===== src/rtl/prio_scan_pkg.sv =====
// Shared types and sizing helpers for the chunked priority scan encoder.
package prio_scan_pkg;

  typedef enum logic [1:0] {
    IDLE = 2'd0,
    SCAN = 2'd1,
    DONE = 2'd2
  } state_t;

  function automatic int unsigned nchunk(input int unsigned n, input int unsigned chunk);
    return (n + chunk - 1) / chunk;
  endfunction

  // Index/pointer width that stays at least one bit for degenerate sizes.
  function automatic int unsigned ptr_width(input int unsigned count);
    return (count <= 1) ? 1 : $clog2(count);
  endfunction

endpackage


===== src/rtl/chunk_prio_encode.sv =====
// Combinational priority encoder for one CHUNK-bit slice, MSB-first or LSB-first.
module chunk_prio_encode
  import prio_scan_pkg::*;
#(
  parameter int unsigned CHUNK = 32,
  parameter int unsigned CW    = ptr_width(CHUNK)
) (
  input  logic [CHUNK-1:0] i_slice,
  input  logic             i_lsb,
  output logic             o_nz_c,
  output logic [CW-1:0]    o_idx_c
);

  // The last matching assignment wins, so loop direction picks highest or lowest.
  always_comb begin
    o_nz_c  = |i_slice;
    o_idx_c = '0;
    if (i_lsb) begin
      for (int i = CHUNK - 1; i >= 0; i--) begin
        if (i_slice[i]) o_idx_c = CW'(i);
      end
    end else begin
      for (int i = 0; i < CHUNK; i++) begin
        if (i_slice[i]) o_idx_c = CW'(i);
      end
    end
  end

endmodule


===== src/rtl/prio_scan_encode.sv =====
// Multi-cycle MSB/LSB priority encoder scanning one chunk per clock.
// Optional PRIO_SCAN_EARLY_EXIT_EN: leave SCAN on the first nonzero chunk.
module prio_scan_encode
  import prio_scan_pkg::*;
#(
  parameter int unsigned N     = 255,
  parameter int unsigned CHUNK = 32,
  parameter int unsigned IW    = $clog2(N)
) (
  input  logic          clk,
  input  logic          rst,
  input  logic          in_valid,
  output logic          in_ready,
  input  logic [N-1:0]  in_data,
  input  logic          in_lsb,
  output logic          out_valid,
  input  logic          out_ready,
  output logic [IW-1:0] out_index,
  output logic          out_zero
);

  localparam int unsigned NCHUNK = nchunk(N, CHUNK);
  localparam int unsigned PW     = ptr_width(NCHUNK);
  localparam int unsigned CW     = ptr_width(CHUNK);
  localparam int unsigned DW     = NCHUNK * CHUNK;

  state_t         r_state;
  state_t         w_state_nxt;
  logic [DW-1:0]  r_data;
  logic           r_lsb;
  logic [PW-1:0]  r_ptr;
  logic           r_found;
  logic [IW-1:0]  r_index;
  logic           r_out_valid;
  logic [IW-1:0]  r_out_index;
  logic           r_out_zero;

  logic [CHUNK-1:0] w_slice;
  logic             w_nz;
  logic [CW-1:0]    w_loc;
  logic             w_accept;
  logic             w_last;
  logic             w_hit;
  logic             w_exit;
  logic             w_found_nxt;
  logic [IW:0]      w_idx_wide;
  logic [IW-1:0]    w_index_nxt;

  assign w_slice = r_data[int'(r_ptr) * CHUNK +: CHUNK];

  chunk_prio_encode #(
    .CHUNK (CHUNK),
    .CW    (CW)
  ) u_chunk (
    .i_slice (w_slice),
    .i_lsb   (r_lsb),
    .o_nz_c  (w_nz),
    .o_idx_c (w_loc)
  );

  // Scan bookkeeping: end-of-operand detection and first-hit index.
  always_comb begin
    w_last      = r_lsb ? (r_ptr == PW'(NCHUNK - 1)) : (r_ptr == '0);
    w_hit       = !r_found && w_nz;
    w_found_nxt = r_found || w_nz;
    w_idx_wide  = (IW+1)'(r_ptr) * (IW+1)'(CHUNK) + (IW+1)'(w_loc);
    w_index_nxt = w_hit ? IW'(w_idx_wide) : r_index;
`ifdef PRIO_SCAN_EARLY_EXIT_EN
    w_exit      = w_last || w_hit;
`else
    w_exit      = w_last;
`endif
  end

  always_ff @(posedge clk or posedge rst) begin
    if (rst) r_state <= IDLE;
    else     r_state <= w_state_nxt;
  end

  always_comb begin
    w_state_nxt = r_state;
    case (r_state)
      IDLE:    if (in_valid)  w_state_nxt = SCAN;
      SCAN:    if (w_exit)    w_state_nxt = DONE;
      DONE:    if (out_ready) w_state_nxt = IDLE;
      default:                w_state_nxt = IDLE;
    endcase
  end

  always_comb begin
    in_ready  = (r_state == IDLE);
    w_accept  = in_valid && in_ready;
    out_valid = r_out_valid;
    out_index = r_out_index;
    out_zero  = r_out_zero;
  end

  // Operand capture, per-chunk scan and result registers.
  always_ff @(posedge clk or posedge rst) begin
    if (rst) begin
      r_data      <= '0;
      r_lsb       <= 1'b0;
      r_ptr       <= '0;
      r_found     <= 1'b0;
      r_index     <= '0;
      r_out_valid <= 1'b0;
      r_out_index <= '0;
      r_out_zero  <= 1'b0;
    end else if (w_accept) begin
      r_data  <= DW'(in_data);
      r_lsb   <= in_lsb;
      r_ptr   <= in_lsb ? '0 : PW'(NCHUNK - 1);
      r_found <= 1'b0;
      r_index <= '0;
    end else if (r_state == SCAN) begin
      r_found <= w_found_nxt;
      r_index <= w_index_nxt;
      if (!w_last) r_ptr <= r_lsb ? r_ptr + PW'(1) : r_ptr - PW'(1);
      if (w_exit) begin
        r_out_valid <= 1'b1;
        r_out_zero  <= !w_found_nxt;
        r_out_index <= w_found_nxt ? w_index_nxt : '0;
      end
    end else if (r_state == DONE && out_ready) begin
      r_out_valid <= 1'b0;
    end
  end

endmodule


===== config.mk =====
export PLATFORM = sky130hd
export DESIGN_NAME = prio_scan_encode
export DESIGN_NICKNAME = d
export VERILOG_FILES = /design/src/rtl/prio_scan_pkg.sv /design/src/rtl/chunk_prio_encode.sv /design/src/rtl/prio_scan_encode.sv
export SDC_FILE = /design/constraint.sdc
export NUM_CORES = 1
export LEC_CHECK = 0
export CORE_UTILIZATION = 53
export CTS_CLUSTER_SIZE = 8
export DETAILED_ROUTE_END_ITERATION = 8
export GPL_ROUTABILITY_DRIVEN = 0
export PLACE_DENSITY_LB_ADDON = 0.05
export SETUP_SLACK_MARGIN = 0.5
export SLEW_MARGIN = 20
export SYNTH_ARGS = -nofsm -noshare
export SYNTH_HDL_FRONTEND = slang
export SYNTH_SLANG_ARGS = --single-unit
export TNS_END_PERCENT = 1

===== constraint.sdc =====
create_clock -name clk -period 15.15 [get_ports clk]
set_clock_uncertainty 0.1 [all_clocks]
set_input_delay 1.515 -clock clk [delete_from_list [all_inputs] [get_ports clk]]
set_output_delay 1.515 -clock clk [all_outputs]
set_load 0.03 [all_outputs]

==> flow_summary.yaml, run 1 <==
status:
  status: "finished with violations"
  violations: "design-rule violations"
timing:
  tns_ps: 0
  tightestPinTransition_ps: 1130
  whs_ps: 366
  finalMaxSlewViolations: 0
  min_period_ps: 4540
  finalCritPeriodShare_pct: 30.0
  max_slew_margin_pct: 24.5
  fmax_mhz: 220
  hold_viol: 0
  rsz0062_at_grt: "no"
  setup_viol: 0
cells_and_area:
  fin_nets: 2145
  fill_cells: 2106
  drive_gt1_share_pct: 5.36
  synthToLayoutAreaGrowth_pct: 27.1
  n_antenna_cell: 0
setup_path:
  r2r_end: "r_index[2]"
  cpPeakStageDelay_ps: 920
  required_ps: 15420
  endpoint_kind: "flip-flop"
  worstReg2RegStart: "r_ptr[1]"
  worstSetupPathType: "reg -> reg"
  cp_cell_sequence: "buf_4, mux2i_1, nand3_1, o2111ai_1, nand2_1, nor4b_2, nor2b_1, or2_1, nor2_1, mux2i_1"
  critical_path_cell_count: 10
  path_common_cell: "mux2i_1"
  crit_fanout: 73
  worst_path_max_delay_cell: "buf_4"
  crit_buf_inv: 1
  regToRegSetupSlack_ps: 10610
  start_kind: "flip-flop"
  r2r_cells: 10
  critPathTopFamily: "simple AND/OR/NAND/NOR gates"
  cp_data_arrival_time_ps: 4810
clock_tree:
  numCtsBuffers: 40
  cts_resized: 0
  path_clk_slew_ps: 50
  clock-root-buffer: "clkbuf_16"
  cts_tree: "done"
  clk_latency_ps: 510
  cts_num_sinks: 280
  cts_hold_buf: 0
  cts_max_level: 2
  cts_setup_buffers: 0
  clk_path_buf_depth: 3
logic_synthesis:
  synthArstFlopShare_pct: 100
  synth_ff_type: "dfrtp_1"
  ys_seq_area_share_pct: 49.6
  synth_edf_count: 0
  synth-adder-area-share_pct: 0.142
  synth.mux.area_fraction_pct: 10.6
  yosysWarnings: 0
  synth_compound_area_share_pct: 6.68
  syn_area_per_cell_um2: 8.54
  synth_xor_area_share_pct: 0.186
  ys_types: 68
  synth_nets: 1917
  netlist_instances: 1656
  mappedNetlistArea_um2: 14100
  synth-seq-cells: 280
  synth_top_family_by_area: "simple AND/OR/NAND/NOR gates"
  synth-simple-area-share_pct: 29.0
drt:
  antenna_left: 0
  vias_per_cell: 5.58
  drt_first_pass_iters: 8
  vias: 12400
  drt-initial-drc-count: 904
  wl_per_cell_um: 18.0
  wirelength_um: 40000
  drc: 22
die:
  io_pins: 271
  die_h_um: 165
  start_util_pct: 54.1
  die_width_um: 165
  rows: 59
  coreArea_um2: 26100
  dieArea_um2: 27300
placement:
  port_buffers: 270
  dp_hpwl_um: 28400
flow_run:
  maxCapViolCount: 0
global_route:
  grt_max_degree: 144
  grt.total_usage_pct: 29.7
  grt-ovfl-total: 0
  grt_pass1_wl_um: 62100
  grt_pass1_vias: 12100
  antenna_found_initial: 0
power:
  p_leak_uw: 0.00880
  total_power_uw: 4070
  ir_drop_uv: 126
  p_per_area_nw_per_um2: 226
worst_hold_path:
  min_delay_path_depth: 2
  min_from: "r_data[105]"
  hold_class: "reg -> reg"
  hold_end: "r_data[105]"
per-stage QoR:
stage	setup slack (ps)	utilization, %	cell area (um2)	std cells
floorplan	5810	-	14100	1656
global placement	10340	64.6	16900	2176
detailed placement	10290	64.6	16900	2176
CTS	10620	68.6	17900	2220
global route	10320	68.7	18000	2221
finish	10610	68.7	18000	2221
flip-flops by register name, indices dropped and copies added, names as in the netlist:
| name | cells |
|---|---|
| r_data | 255 |
| r_index | 8 |
| r_state | 2 |
| r_found | 1 |
| out_valid | 1 |
| r_lsb | 1 |
| r_ptr | 3 |
| out_index | 8 |
| out_zero | 1 |
layout make-up:
| cell class | count | area, um2 | area share [%] |
|---|---|---|---|
| repair buffers | 284 | 2830 | 15.7 |
| clock inverters | 2 | 17.5 | 0.0975 |
| inverters | 10 | 45.0 | 0.251 |
| clock buffers | 42 | 1030 | 5.73 |
| well taps | 335 | 419 | 2.33 |
| multi-input cells | 1268 | 6610 | 36.8 |
| flip-flops and latches | 280 | 7010 | 39.0 |
placed cells by master (no fill, tap or decap), types with 14 or more instances in the layout:
cell,Yosys,final
dfrtp_1,280,278
nor3_1,17,17
nand3_1,43,43
nand2_1,817,816
mux2i_1,95,95
clkbuf_16,0,41
nor3b_1,14,14
a21oi_1,22,22
a22oi_1,21,21
o21ai_0,27,27
mux4_2,20,20
nor2_1,45,44
clkdlybuf4s50_1,0,270
Yosys cell counts, drive strengths merged, types with 3 or more instances:
cell type	number	area, um2
a211oi	11	82.6
a21boi	3	22.5
a21oi	22	110
a221oi	3	32.5
a22o	3	26.3
a22oi	21	158
a31oi	6	37.5
a41oi	3	26.3
and2	8	50.1
and3	7	43.8
buf	30	243
clkbuf	68	255
dfrtp	280	7010
inv	10	37.5
mux2	9	101
mux2i	95	951
mux4	20	450
nand2	817	3070
nand2b	7	43.8
nand3	43	215
nand4	8	50.1
nor2	45	169
nor2b	9	56.3
nor3	17	85.1
nor3b	14	105
nor4	4	25.0
nor4b	4	53.8
o2111ai	3	26.3
o211ai	4	30.0
o21ai	30	150
o22ai	4	25.0
o311ai	4	35.0
o31ai	4	30.0
or2	4	25.0
or3	6	37.5
or3b	3	26.3
layer usage:
| layer | wire [um] | part of all wire (%) | global-route usage [%] |
|---|---|---|---|
| met1 | 16500 | 41 | 37.8 |
| met2 | 18800 | 47 | 48.7 |
| met3 | 2510 | 6.3 | 5.09 |
| met4 | 2120 | 5.3 | 15.6 |
| met5 | 0 | 0 | 0 |
report_power, final:
part	internal, uW	leakage, uW	switching [uW]	total (uW)
Combinational	754	0.00481	1160	1920
Sequential	1110	0.00348	268	1370
Clock	474	0.000515	303	777
how the worst max path moves through the flow:
stage | from | end | slack, ps
finish | r_ptr[1] | r_index[2] | 10610
global route | r_ptr[1] | r_index[0] | 10320
CTS | r_ptr[1] | out_index[0] | 10620
floorplan | rst | out_index[0] | 5810
global placement | in_valid | r_index[0] | 10340
detailed placement | in_valid | r_index[0] | 10290
worst register-to-register path: stages, from the launching register on:
cell and delay (ps):
dfrtp_4 710, buf_4 940, mux2i_1 560, nand3_1 150, o2111ai_1 240, nand2_1 200, nor4b_2 390, nor2b_1 560
or2_1 250, nor2_1 130, mux2i_1 160
cells by family after synthesis:
family,after synthesis
multiplexers,124
AO/OA/AOI/OAI,138
flip-flops,280
buffers and inverters,108
AND/OR/NAND/NOR,1002
adder cells (fa/ha/maj),1
XOR/XNOR,3
Power figures use the tool's default switching activity.
==> run 2: changes to the inputs <==
--- a/config.mk
+++ b/config.mk
@@ -5,7 +5,7 @@
 export SDC_FILE = /design/constraint.sdc
 export NUM_CORES = 1
 export LEC_CHECK = 0
-export CORE_UTILIZATION = 53
+export CORE_UTILIZATION = 48
 export CTS_CLUSTER_SIZE = 8
 export DETAILED_ROUTE_END_ITERATION = 8
 export GPL_ROUTABILITY_DRIVEN = 0
==> constraint.sdc (replaced) <==
create_clock -name clk -period 3.78 [get_ports clk]
set_clock_uncertainty 0.1 [all_clocks]
set_input_delay 0.378 -clock clk [delete_from_list [all_inputs] [get_ports clk]]
set_output_delay 0.378 -clock clk [all_outputs]
set_load 0.03 [all_outputs]
==> run 2 against run 1 <==
  * The run now ends clean
  * Flip-flop and latch count stayed put
  * Combinational power rose to 4.4 times the previous value
  * Critical path depth is the same
  * Die area rose by 10%
  * Fmax up 40%
  * Worst hold slack worse by 170 ps
  * Sequential power rose to 4.1 times the previous value
  * First-iteration DRC count up 17%
  * Wire length rose by 7.0%
  * Global-route usage down 1.5 points
  * Critical endpoint is now r_index[0]
  * Largest cell class unchanged
  * Largest power group unchanged
==> flow_summary.yaml, run 2 (same netlist as run 1, synthesis figures left out) <==
setup_path:
  endpoint: "r_index[0]"
  regToRegSetupSlack_ps: 540
  crit_fanout: 6
  r2r_end: "r_index[0]"
  required_ps: 4100
  endpoint_kind: "flip-flop"
  worstSetupPathType: "reg -> reg"
  crit_start: "r_ptr[1]"
  start_kind: "flip-flop"
  r2r_cells: 10
  worstReg2RegStart: "r_ptr[1]"
  cp_data_arrival_time_ps: 3570
cells_and_area:
  drive_gt1_share_pct: 9.37
  fin_nets: 2191
  largest_reg_flops: 255
  regMostFlops: "r_data"
  fill_cells: 2486
  seq_area_um2: 7020
  mostFrequentLayoutCells: "815 x nand2_1, 277 x dfrtp_1, 270 x clkdlybuf4s50_1"
  multi_input_area_um2: 6800
  n_antenna_cell: 0
  final_area_um2: 18700
  layout_commonest_cell: "nand2_1"
  synthToLayoutAreaGrowth_pct: 32.4
power:
  p_sw_uw: 7350
  seqPwrFrac_pct: 32.4
  pwr-share-clk_pct: 18.4
  ir_drop_uv: 395
  p_leak_uw: 0.00911
  pwr-share-comb_pct: 49.2
  netSwitchingFraction_pct: 42.5
  internal_power_uw: 9930
  p_per_area_nw_per_um2: 923
  total_power_uw: 17300
global_route:
  grt.total_usage_pct: 28.2
  grt-ovfl-total: 0
  use_met2_pct: 43.3
  use_met3_pct: 5.20
  grt_pass1_vias: 12600
  grt_max_degree: 115
  top_usage_layer: "met2"
  antenna_found_initial: 0
  grt_use_met1_pct: 40.6
  grt_pass1_wl_um: 67100
drt:
  drt_first_pass_iters: 6
  wirelength_um: 42800
  vias: 12600
  antenna_left: 0
  drt-initial-drc-count: 1061
  drc: 0
  vias_per_cell: 5.44
  wl_per_cell_um: 18.5
clock_tree:
  clk_latency_ps: 520
  clk_path_buf_depth: 3
  clock-root-buffer: "clkbuf_16"
  cts_tree: "done"
  cts_max_level: 2
  cts_num_sinks: 280
  path_clk_slew_ps: 50
  numCtsBuffers: 40
timing:
  finalCritPeriodShare_pct: 85.8
  tightestPinTransition_ps: 918
  fmax_mhz: 308
  tns_ps: 0
  min_period_ps: 3240
  whs_ps: 193
  max_slew_margin_pct: 38.8
  rsz0062_at_grt: "yes"
  finalMaxSlewViolations: 0
  setup_viol: 0
  hold_viol: 0
placement:
  placed_cell_area_um2: 17300
  dp_hpwl_um: 30800
  port_buffers: 270
worst_hold_path:
  hold_class: "in -> async"
die:
  io_pins: 271
  die_width_um: 174
  rows: 62
  coreArea_um2: 28900
  dieArea_um2: 30100
  die_h_um: 174
  start_util_pct: 49.0
status:
  status: "completed"
flow_run:
  maxCapViolCount: 0
## run 2: cell types whose count changed in the layout (fill, tap and decap cells not counted), moves of 3 or more
cell and delta:
mux2i_1 -5, o2111ai_2 +3, buf_4 +33, o2111ai_1 -3, mux2i_2 +5, nor3_2 +4
nor3_1 -4, buf_12 +10
## run 2: power groups by stage
stage | clock [uW] | sequential [uW] | combinational (uW)
5_1_grt | 3340 | 5730 | 9330
4_1_cts | 3210 | 5550 | 8030
2_1_floorplan | 0 | 5140 | 5700
6_report | 3180 | 5590 | 8510
3_3_place_gp | 0 | 5630 | 7610
3_5_place_dp | 0 | 5620 | 7800
## run 2: how the worst min path moves through the flow
stage / start / slack, ps / endpoint
floorplan: r_data[100] / 340 / r_data[100]
global placement: r_data[201] / 350 / r_data[201]
detailed placement: r_data[201] / 360 / r_data[201]
CTS: rst / 210 / r_data[189]
global route: rst / 250 / r_data[189]
finish: rst / 190 / r_data[189]
## run 2: final cells by class
cell class	instances	share of cell area, %
Clock buffer	43	5.64
Sequential cell	280	37.5
Multi-Input combinational cell	1268	36.3
Clock inverter	1	0.0869
Timing Repair Buffer	330	17.7
Inverter	10	0.221
Tap cell	384	2.57
## run 2: through the flow
stage | utilization, % | std cells | setup WS [ps]
2_1_floorplan | - | 1656 | -405
3_3_place_gp | 60.0 | 2258 | 145
3_5_place_dp | 60.0 | 2258 | 140
4_1_cts | 64.0 | 2308 | 495
5_1_grt | 64.9 | 2316 | 453
6_report | 64.9 | 2316 | 535
## run 2: timing repair
item / 4_1_cts / 5_1_grt
resized for setup: 5 / 40
pin swaps: 0 / 9
gates cloned: 0 / 1
hold buffers: 0 / 0
setup buffers: 6 / 7
endpoints found under the setup margin: 14 / 16
hold endpoints to repair: 0 / 0
## run 2: per-layer routing
layer | vias up | wire, um
li1 | 5991 | -
met1 | 6035 | 19500
met2 | 484 | 19300
met3 | 84 | 2990
met4 | 0 | 927
met5 | - | 0
## run 2: worst max-delay path, cell delays in order, from the launching register on
cell	delay, ps
dfrtp_4	490
clkbuf_4	220
buf_4	140
mux4_2	510
or3_1	360
o22a_2	280
a211oi_4	250
nor4b_2	90
nor4b_2	350
nor4b_2	110
o31ai_1	230
==> run 3: changes to the inputs <==
--- a/config.mk
+++ b/config.mk
@@ -9,10 +9,10 @@
 export CTS_CLUSTER_SIZE = 8
 export DETAILED_ROUTE_END_ITERATION = 8
 export GPL_ROUTABILITY_DRIVEN = 0
+export MAX_ROUTING_LAYER = met4
 export PLACE_DENSITY_LB_ADDON = 0.05
 export SETUP_SLACK_MARGIN = 0.5
 export SLEW_MARGIN = 20
 export SYNTH_ARGS = -nofsm -noshare
 export SYNTH_HDL_FRONTEND = slang
 export SYNTH_SLANG_ARGS = --single-unit
-export TNS_END_PERCENT = 1
==> run 3 against run 2 <==
  * Combinational power rose by 1%
  * Via count rose by 0.18%
  * Global-route usage rose by 0.93 points
  * Flip-flop and latch count did not move
  * Register-to-register slack improved by 70 ps
  * First-iteration DRC count fell by 4.2%
  * Clock-buffer cell count did not move
  * Final area rose by 0.31%
  * Clock power barely moved
  * Worst hold slack improved by 2.3 ps
  * Sequential power barely moved
  * Wire length fell by 0.24%
  * Critical endpoint unchanged
  * Highest routed layer unchanged
==> flow_summary.yaml, run 3 (same netlist as run 1, synthesis figures left out) <==
die:
  coreArea_um2: 28900
  rows: 62
  io_pins: 271
  dieArea_um2: 30100
  start_util_pct: 49.0
  die_width_um: 174
  die_h_um: 174
setup_path:
  regToRegSetupSlack_ps: 610
  worstSetupPathType: "reg -> reg"
  crit_start: "r_ptr[1]"
  crit_fanout: 30
  r2r_end: "r_index[0]"
  required_ps: 4100
  start_kind: "flip-flop"
  endpoint_kind: "flip-flop"
  r2r_cells: 11
  cp_data_arrival_time_ps: 3500
  worstReg2RegStart: "r_ptr[1]"
drt:
  wirelength_um: 42700
  vias_per_cell: 5.44
  vias: 12600
  drc: 0
  wl_per_cell_um: 18.4
  drt_first_pass_iters: 5
  antenna_left: 0
  drt-initial-drc-count: 1016
placement:
  placed_cells: 2258
  port_buffers: 270
  dp_hpwl_um: 30800
  dp_slack_ps: 140
  placed_cell_area_um2: 17300
global_route:
  grt.total_usage_pct: 29.1
  antenna_found_initial: 0
  grt_max_degree: 115
  grt_pass1_vias: 12600
  grt_pass1_wl_um: 67200
  grt-ovfl-total: 0
cells_and_area:
  mostFrequentLayoutCells: "816 x nand2_1, 277 x dfrtp_1, 270 x clkdlybuf4s50_1"
  fill_cells: 2492
  regMostFlops: "r_data"
  layout_commonest_cell: "nand2_1"
  drive_gt1_share_pct: 9.46
  stdcell_count: 2319
  final_area_um2: 18800
  largest_reg_flops: 255
  multi_input_area_um2: 6810
  n_antenna_cell: 0
  seq_area_um2: 7020
  synthToLayoutAreaGrowth_pct: 32.8
  fin_nets: 2194
clock_tree:
  path_clk_slew_ps: 50
  numCtsBuffers: 40
  cts_num_sinks: 280
  cts_tree: "done"
  clk_path_buf_depth: 3
  clk_latency_ps: 520
  clock-root-buffer: "clkbuf_16"
  cts_max_level: 2
timing:
  min_period_ps: 3170
  fmax_mhz: 315
  finalMaxSlewViolations: 0
  worst_slack_ps: 606
  rsz0062_at_grt: "no"
  finalCritPeriodShare_pct: 84.0
  tightestPinTransition_ps: 917
  hold_viol: 0
  max_slew_margin_pct: 38.8
  setup_viol: 0
  whs_ps: 195
power:
  p_per_area_nw_per_um2: 924
  p_leak_uw: 0.00914
  ir_drop_uv: 425
flow_run:
  maxCapViolCount: 0
status:
  status: "completed"
worst_hold_path:
  hold_class: "in -> async"
run 3: metal layers:
| metal | global-route usage, % | vias to the layer above | share of wire, % |
|---|---|---|---|
| met3 | 4.93 | 88 | 7.1 |
| met4 | 8.77 | 0 | 2.4 |
| met5 | - | - | 0 |
| met1 | 40.9 | 6047 | 46 |
| li1 | - | 6006 | - |
| met2 | 43.3 | 476 | 45 |
run 3: what timing repair did:
item	in CTS	in global routing
hold buffers	0	0
endpoints found under the setup margin	14	16
cloned	0	1
resized for setup	6	38
setup buffers	6	10
pin swaps	0	6
run 3: metrics by stage:
step                      total power, uW  utilization (%)  setup TNS, ps
after floorplan                     10800                -        -113490
after global placement              13200             60.0              0
after detailed placement            13400             60.0              0
after CTS                           16800             64.0              0
after global routing                18500             65.1              0
final                               17300             65.1              0
run 3: power breakdown:
group | internal (uW) | switching [uW] | total, uW
Combinational | 3610 | 4990 | 8600
Sequential | 4440 | 1130 | 5570
Clock | 1940 | 1230 | 3170
run 3: layout make-up:
cell class | count | area share [%]
flip-flops and latches | 280 | 37.4
multi-input cells | 1268 | 36.3
repair buffers | 333 | 17.9
clock buffers | 43 | 5.62
well taps | 384 | 2.56
inverters | 10 | 0.220
clock inverters | 1 | 0.0866
run 3: how the worst max path moves through the flow:
| stage | endpoint | slack [ps] | cells after the start |
|---|---|---|---|
| 6_report | r_index[0] | 610 | 11 |
| 4_1_cts | out_index[0] | 520 | 11 |
| 3_3_place_gp | out_index[0] | 140 | 10 |
| 5_1_grt | out_index[0] | 500 | 12 |
| 3_5_place_dp | out_index[0] | 140 | 10 |
| 2_1_floorplan | out_index[0] | -410 | 1 |
run 3: critical path, stage by stage, from the launching register on:
cell and delay (ps):
dfrtp_4 510, buf_12 150, buf_12 170, buf_4 170
mux4_2 300, or3_1 380, o22a_1 250, a211oi_4 270
nor4b_2 90, nor4b_2 350, nor4b_2 110, o31ai_1 230
